File: src/rtl/slave_bus_arbiter_pkg.sv
// slave_bus_arbiter_pkg: FSM encoding, turnaround/gap timing and defaults shared by the arbiter files.
package slave_bus_arbiter_pkg;
  typedef enum logic [1:0] {ST_IDLE, ST_SETTLE, ST_XFER, ST_GAP} state_e;
  localparam int SETTLE_CYCLES = 1;
  localparam int GAP_CYCLES = 1;
  localparam int TMR_W = 2;
  localparam int SRC_W = 3;
  localparam int DEFAULT_MAX_FRAME = 255;
endpackage

File: src/rtl/rr_priority_picker.sv
// rr_priority_picker: round-robin pick of the first pending request after index last_i.
module rr_priority_picker
  import slave_bus_arbiter_pkg::*;
#(
  parameter int N = 4
) (
  input  logic [N-1:0]     req_i,
  input  logic [SRC_W-1:0] last_i,
  output logic [N-1:0]     onehot_o,
  output logic [SRC_W-1:0] idx_o,
  output logic             any_o
);
  localparam logic [N-1:0] ONE = {{(N-1){1'b0}}, 1'b1};
  logic [SRC_W-1:0] c;
  logic [N-1:0]     rot;
  assign any_o = |req_i;
  // Scan from lowest to highest priority so the last hit is the winner.
  always_comb begin
    onehot_o = '0;
    idx_o = '0;
    c = '0;
    rot = '0;
    for (int k = N; k >= 1; k--) begin
      c = SRC_W'((int'(last_i) + k) % N);
      rot = req_i >> c;
      if (rot[0]) begin
        onehot_o = ONE << c;
        idx_o = c;
      end
    end
  end
endmodule

File: src/rtl/slave_bus_arbiter.sv
// slave_bus_arbiter: round-robin slave bus arbiter forwarding the granted requester's bytes downstream.
// Optional per-frame byte watchdog enabled with SL_ARB_WATCHDOG_EN.
module slave_bus_arbiter
  import slave_bus_arbiter_pkg::*;
#(
  parameter int NUM_REQ   = 4,
  parameter int MAX_FRAME = DEFAULT_MAX_FRAME
) (
  input  logic               clk,
  input  logic               rst,
  input  logic [NUM_REQ-1:0] sl_arb_request,
  output logic [NUM_REQ-1:0] sl_arb_grant,
  input  logic [7:0]         sl_data,
  output logic               sl_data_latch,
  input  logic               out_ready,
  output logic [7:0]         out_data,
  output logic               out_data_valid,
  output logic               out_frame_valid,
  output logic [SRC_W-1:0]   out_src,
  output logic               err_timeout
);
  state_e             state_q, state_d;
  logic [NUM_REQ-1:0] grant_q, grant_d;
  logic [SRC_W-1:0]   src_q, src_d, last_q, last_d;
  logic [TMR_W-1:0]   tmr_q, tmr_d;
  logic [7:0]         data_q;
  logic               valid_q;
  logic [NUM_REQ-1:0] pick_oh;
  logic [SRC_W-1:0]   pick_idx;
  logic               pick_any;
  logic               req_win;
  logic               abort;
  rr_priority_picker #(.N(NUM_REQ)) u_pick (
    .req_i    (sl_arb_request),
    .last_i   (last_q),
    .onehot_o (pick_oh),
    .idx_o    (pick_idx),
    .any_o    (pick_any)
  );
  // Grant is one-hot while a frame is open, so masking picks the winner's request.
  assign req_win         = |(sl_arb_request & grant_q);
  assign sl_data_latch   = rst && (state_q == ST_XFER) && out_ready && req_win;
  assign sl_arb_grant    = grant_q;
  assign out_data        = data_q;
  assign out_data_valid  = valid_q;
  assign out_frame_valid = (state_q == ST_SETTLE) || (state_q == ST_XFER);
  assign out_src         = src_q;
  always_comb begin
    state_d = state_q;
    grant_d = grant_q;
    src_d = src_q;
    last_d = last_q;
    tmr_d = (tmr_q != '0) ? tmr_q - TMR_W'(1) : tmr_q;
    case (state_q)
      ST_IDLE: if (pick_any) begin
        state_d = ST_SETTLE;
        grant_d = pick_oh;
        src_d = pick_idx;
        last_d = pick_idx;
        tmr_d = TMR_W'(SETTLE_CYCLES - 1);
      end
      ST_SETTLE: state_d = (tmr_q == '0) ? ST_XFER : ST_SETTLE;
      ST_XFER: if (!req_win || abort) begin
        state_d = ST_GAP;
        grant_d = '0;
        tmr_d = TMR_W'(GAP_CYCLES - 1);
      end
      ST_GAP: state_d = (tmr_q == '0) ? ST_IDLE : ST_GAP;
      default: state_d = ST_IDLE;
    endcase
  end
  always_ff @(posedge clk or negedge rst) begin
    if (!rst) begin
      state_q <= ST_IDLE;
      grant_q <= '0;
      src_q <= '0;
      last_q <= SRC_W'(NUM_REQ - 1);
      tmr_q <= '0;
      data_q <= '0;
      valid_q <= 1'b0;
    end else begin
      state_q <= state_d;
      grant_q <= grant_d;
      src_q <= src_d;
      last_q <= last_d;
      tmr_q <= tmr_d;
      data_q <= sl_data_latch ? sl_data : data_q;
      valid_q <= sl_data_latch;
    end
  end
`ifdef SL_ARB_WATCHDOG_EN
  localparam int CNT_W = $clog2(MAX_FRAME + 1);
  logic [CNT_W-1:0] cnt_q;
  logic             err_q;
  assign abort       = sl_data_latch && (cnt_q == CNT_W'(MAX_FRAME - 1));
  assign err_timeout = err_q;
  // Counter restarts while idle, so each granted frame starts from zero.
  always_ff @(posedge clk or negedge rst) begin
    if (!rst) begin
      cnt_q <= '0;
      err_q <= 1'b0;
    end else begin
      cnt_q <= (state_q == ST_IDLE) ? '0 : cnt_q + CNT_W'(sl_data_latch);
      err_q <= abort;
    end
  end
`else
  assign abort       = 1'b0;
  assign err_timeout = 1'b0 && (MAX_FRAME > 0);
`endif
endmodule

File: config.mk
export PLATFORM = sky130hd
export DESIGN_NAME = slave_bus_arbiter
export DESIGN_NICKNAME = d
export VERILOG_FILES = /design/src/rtl/slave_bus_arbiter_pkg.sv /design/src/rtl/rr_priority_picker.sv /design/src/rtl/slave_bus_arbiter.sv
export SDC_FILE = /design/constraint.sdc
export NUM_CORES = 1
export LEC_CHECK = 0
export BUFFER_PORTS_ARGS = -buffer_cell sky130_fd_sc_hd__buf_2
export CAP_MARGIN = 20
export CORE_AREA = 5 5 58 60
export DETAILED_ROUTE_END_ITERATION = 10
export DIE_AREA = 0 0 63 65
export GPL_ROUTABILITY_DRIVEN = 0
export PLACE_DENSITY_LB_ADDON = 0.08
export SLEW_MARGIN = 25
export SYNTH_ARGS = -nofsm -noshare
export SYNTH_HDL_FRONTEND = slang
export SYNTH_SLANG_ARGS = --single-unit
File: constraint.sdc
create_clock -name clk -period 2.9 [get_ports clk]
set_input_delay 0.58 -clock clk [delete_from_list [all_inputs] [get_ports clk]]
set_output_delay 0.58 -clock clk [all_outputs]
set_load 0.1 [all_outputs]
Word level (Yosys, flattened, before mapping)
Index checks and enable logic that the tools add are counted.
{ "totals": {"reg_bits": 22, "inputBits": 15, "wordCells": 67} }
{ "classes": {"add_sub_neg": 5, "eq_ne": 5, "shifts": 8, "n_mux": 20, "bitwise": 5, "reduce_logical": 17} }
{ "op_table": {"columns": ["cell", "count"], "rows": [
  ["4-bit two-way mux", 6],
  ["1-bit by 3-bit left shift with 4-bit output (first input constant)", 4],
  ["4-bit by 3-bit >> shifter with 1-bit output", 4],
  ["2-bit two-way mux", 7],
  ["3-bit two-way mux", 4],
  ["2-bit case mux with 4 select lines", 1],
  ["4-bit case mux with 2 select lines", 1],
  ["2-bit OR reduction", 4],
  ["4-bit OR reduction", 2],
  ["2-bit by 1-bit adder with 2-bit output (second input constant)", 2],
  ["2-bit adder (second input constant)", 2],
  ["1-bit bitwise AND (first input constant)", 4],
  ["4-bit bitwise AND", 1],
  ["2-bit == test (second input constant)", 2],
  ["2-bit logical NOT", 2],
  ["2-bit inequality test (second input constant)", 2],
  ["2-bit case mux with 2 select lines", 1],
  ["2-bit AND reduction", 2],
  ["2-bit nonzero test", 2],
  ["1-bit logical AND", 3],
  ["3-bit AND reduction", 1],
  ["2-bit by 1-bit == test with 1-bit output (second input constant)", 1],
  ["2-bit by 1-bit subtractor with 2-bit output (second input constant)", 1],
  ["1-bit logical OR", 1]
]} }

Logic depth before layout (Yosys ltp)
{ "logic_depth": {"ltp_word": 10, "depth_mapped": 8} }

Hierarchy
A second synthesis with hierarchy kept.
{ "hier_totals": {"cells_unflattened": 166, "area_unflattened_um2": 1637.8} }
{ "by_module_without_submodules": {"columns": ["module", "instances", "cells_each", "area_each_um2", "seq_area_each_um2"], "rows": [
  ["slave_bus_arbiter", 1, 102, 1157.4, 553.0],
  ["rr_priority_picker", 1, 64, 480.5, 0.0]
]} }

Worst setup path before layout
No wires, ideal clock.
{ "synth_timing": {"path_kind": "flip-flop to output port", "start": "register grant_q[3] (netlist: sl_arb_grant[3])", "end": "output port sl_data_latch", "arrival_time_ps": 2143, "t_required_ps": 2320, "slack_ps": 177, "path_stages_with_launch": 5, "path_cell_list": "dfrtp_1 -> a22oi_1 -> a21boi_0 -> and3_1 -> buf_2"} }
{ "synth_via": {"elab_chain_len": 3} }
{ "synth_lines": {"columns": ["item", "line_no", "text"], "rows": [
  ["from (decl)", "slave_bus_arbiter.sv:23", "logic [NUM_REQ-1:0] grant_q, grant_d;"],
  ["from (signal assigned)", "slave_bus_arbiter.sv:83", "grant_q <= grant_d;"],
  ["4-bit bitwise AND", "slave_bus_arbiter.sv:41", "assign req_win = |(sl_arb_request & grant_q);"],
  ["4-bit OR reduction", "slave_bus_arbiter.sv:41", null],
  ["1-bit logical AND", "slave_bus_arbiter.sv:42", "assign sl_data_latch = rst && (state_q == ST_XFER) && out_ready && req_win;"],
  ["to (decl)", "slave_bus_arbiter.sv:14", "output logic sl_data_latch,"]
]} }
No other way between the ends.

Worst setup path after layout
{ "layout_timing": {"start": "register state_q[0]", "end": "output port sl_data_latch"} }
{ "layout_via": {"elab_chain_len": 4} }
{ "layout_lines": {"columns": ["item", "line_no", "text"], "rows": [
  ["from (decl)", "slave_bus_arbiter.sv:22", "state_e state_q, state_d;"],
  ["from (signal assigned)", "slave_bus_arbiter.sv:82", "state_q <= state_d;"],
  ["2-bit == test", "slave_bus_arbiter.sv:42", null],
  ["1-bit logical AND (3 in a row)", "slave_bus_arbiter.sv:42", null]
]} }
No other way between the ends.

==> out/metrics.cfg <==
[worst_setup_path]
r2r-end=sl_arb_grant[1]
start_kind=flop
reg2reg_from=last_q[0]
cp-startpoint=state_q[0]
endpoint_kind=output port
cp.arrival_ns=1.98
path_class=reg -> out
crit_required_ns=2.32
slowest_delay_ns=0.45
critPathCapture=sl_data_latch
reg2regPathDepth=6
crit_chain=inv_1 -> ha_1 -> a21boi_0 -> and3_1 -> buf_12
crit_path_top_delay_cell=dfrtp_1
reg2reg_slack_ns=0.37
cp_max_fo=6

[timing]
rsz0062_at_grt=no
slew_viol_final=0
skew_ns=0.00573
finalSetupViolCount=0
final.setup.tns_ns=0
relSlewSlack=0.529
hold_viol_final=0
fmax_mhz=391
final.min_clock_period_ns=2.56
period_share=0.881
worst_pin_slew_ns=0.689

[detailed_routing]
wire_per_inst_um=15.6
drt_pass1_iterations=4
drtIter0Drc=118
drc_errors=0
num_vias=1166
wl_mm=3.11
ant_nets=0
viasPerCell=5.86

[synthesis]
synth_flop_cell=dfrtp_1
synth-edff-count=0
avgSynthCellArea_sq_um=10.3
yosysUniqueCellTypes=43
syn_area_sq_um=1400
seq_area_frac_synth=0.378
ys_async_sr_fraction=1.00
yosys_register_bits=21
ys_warn_count=0
synth_cells=136

[cts]
clk_pin_slew_worst_paths_ns=0.12
clock-sinks=21
cts_buffers=3
insertion_delay_ns=0.30
cts_setup_buffers=0
cts-htree-levels=1
hold_buffers=0
root_buffer=clkbuf_4
clockBufferDepth=2
ctsResizeCount=0
cts_tree=yes

[hold_path]
hold_path_class=in -> async

[global_routing]
grt_util_all_layers=0.159
grt_pass1_wl_mm=5.25
overflow=0
grt_pass1_vias=1187
antenna_found_initial=0
grt_max_degree=22

[finish]
drive_gt1_frac=0.325
nFillCells=261
regArea_sq_um=528
nets=192
diodes=0
area_delta_synth_final_pct=14.1
multi_input_area_sq_um=764

[floorplanning]
core_sq_um=2880
die_w_um=63
placementRows=20
die_area_sq_um=4100
die_height_um=65
io_pins=34
start_util=0.485

[run_status]
status=finished clean

[placement]
hpwl_mm=2.41
numPortBuffers=31

[job]
cap_violations=0

==> Yosys cell counts, drive strengths merged, types with 2 or more instances <==
cell	number	area share
o211ai	4	0.022
ha	10	0.090
nor2	8	0.022
mux2	13	0.11
mux2i	3	0.024
nand3	2	0.0072
o21ai	12	0.043
dfrtp	19	0.34
dfstp	2	0.038
clkbuf	2	0.0054
nand2	2	0.0054
nand2b	2	0.0090
a22oi	2	0.011
buf	7	0.044
o2111a	4	0.032
and3	2	0.0090
a21boi	2	0.011
o2bb2ai	4	0.025
inv	10	0.027
a21o	2	0.011
a21oi	4	0.014
nor3	3	0.011
==> flip-flops by register name, indices dropped and copies added (netlist names) <==
| signal | count |
|---|---|
| out_src | 2 |
| tmr_q | 2 |
| out_data | 8 |
| state_q | 2 |
| last_q | 2 |
| sl_arb_grant | 4 |
| out_data_valid | 1 |
==> layout by cell type (no fill, tap or decap), types with 3 or more instances in the layout <==
cell type / n
o2111a_1: 4
buf_2: 30
ha_1: 10
a21oi_1: 4
mux2_2: 12
o21ai_0: 12
dfrtp_1: 19
o211ai_1: 4
inv_1: 10
nor3_1: 3
buf_4: 3
nor2_1: 8
clkbuf_4: 3
o2bb2ai_1: 4
==> layer usage <==
layer	GRT usage	wire (um)
met5	0	0
met4	0.0690	40
met3	0.0416	185
met2	0.263	1590
met1	0.195	1300
==> per-stage QoR <==
stage	setup WS [ns]	cells	hold slack, ns	utilization	cell area (sq um)
floorplan	0.177	137	0.284	-	1400
global placement	0.514	195	0.459	0.543	1560
detailed placement	0.402	195	0.466	0.543	1560
CTS	0.297	199	0.240	0.553	1590
global route	0.107	199	0.235	0.553	1590
finish	0.344	199	0.241	0.553	1590
==> worst min path at each step <==
| stage | from | end | cells past startpoint |
|---|---|---|---|
| 2_1_floorplan | rst | out_data[0] | 0 |
| 3_3_place_gp | out_src[1] | out_src[1] | 1 |
| 3_5_place_dp | out_src[1] | out_src[1] | 1 |
| 4_1_cts | rst | out_data[3] | 2 |
| 5_1_grt | rst | out_data[0] | 2 |
| 6_report | rst | out_data[0] | 2 |
==> worst max-delay path, delay by kind of cell, from the launching register on <==
family,cells,cell delay [ns]
fa+ha+maj,1,0.21
flops,1,0.45
simple gates,1,0.30
buf+inv,2,0.29
compound gates,1,0.41
==> cell families (layout without fill, tap and decap cells) <==
group,after synthesis,after routing,share of synthesized area
AO/OA/AOI/OAI,42,42,0.217
other,1,2,0.00269
XOR/XNOR,1,1,0.00628
adder cells (fa/ha/maj),10,10,0.0897
flip-flops,21,21,0.378
multiplexers,16,16,0.132
buffers and inverters,19,48,0.0762
AND/OR/NAND/NOR,26,26,0.0978
==> layout make-up <==
cell class | instances | area share
Clock inverter | 1 | 0.00314
Inverter | 10 | 0.0236
Sequential cell | 21 | 0.332
Multi-Input combinational cell | 97 | 0.480
Tap cell | 33 | 0.0259
Timing Repair Buffer | 34 | 0.121
Clock buffer | 3 | 0.0142
Power is left out: the tool's default activity adds up to more than one toggle a clock period on the data nets, which glitch-free logic cannot reach.
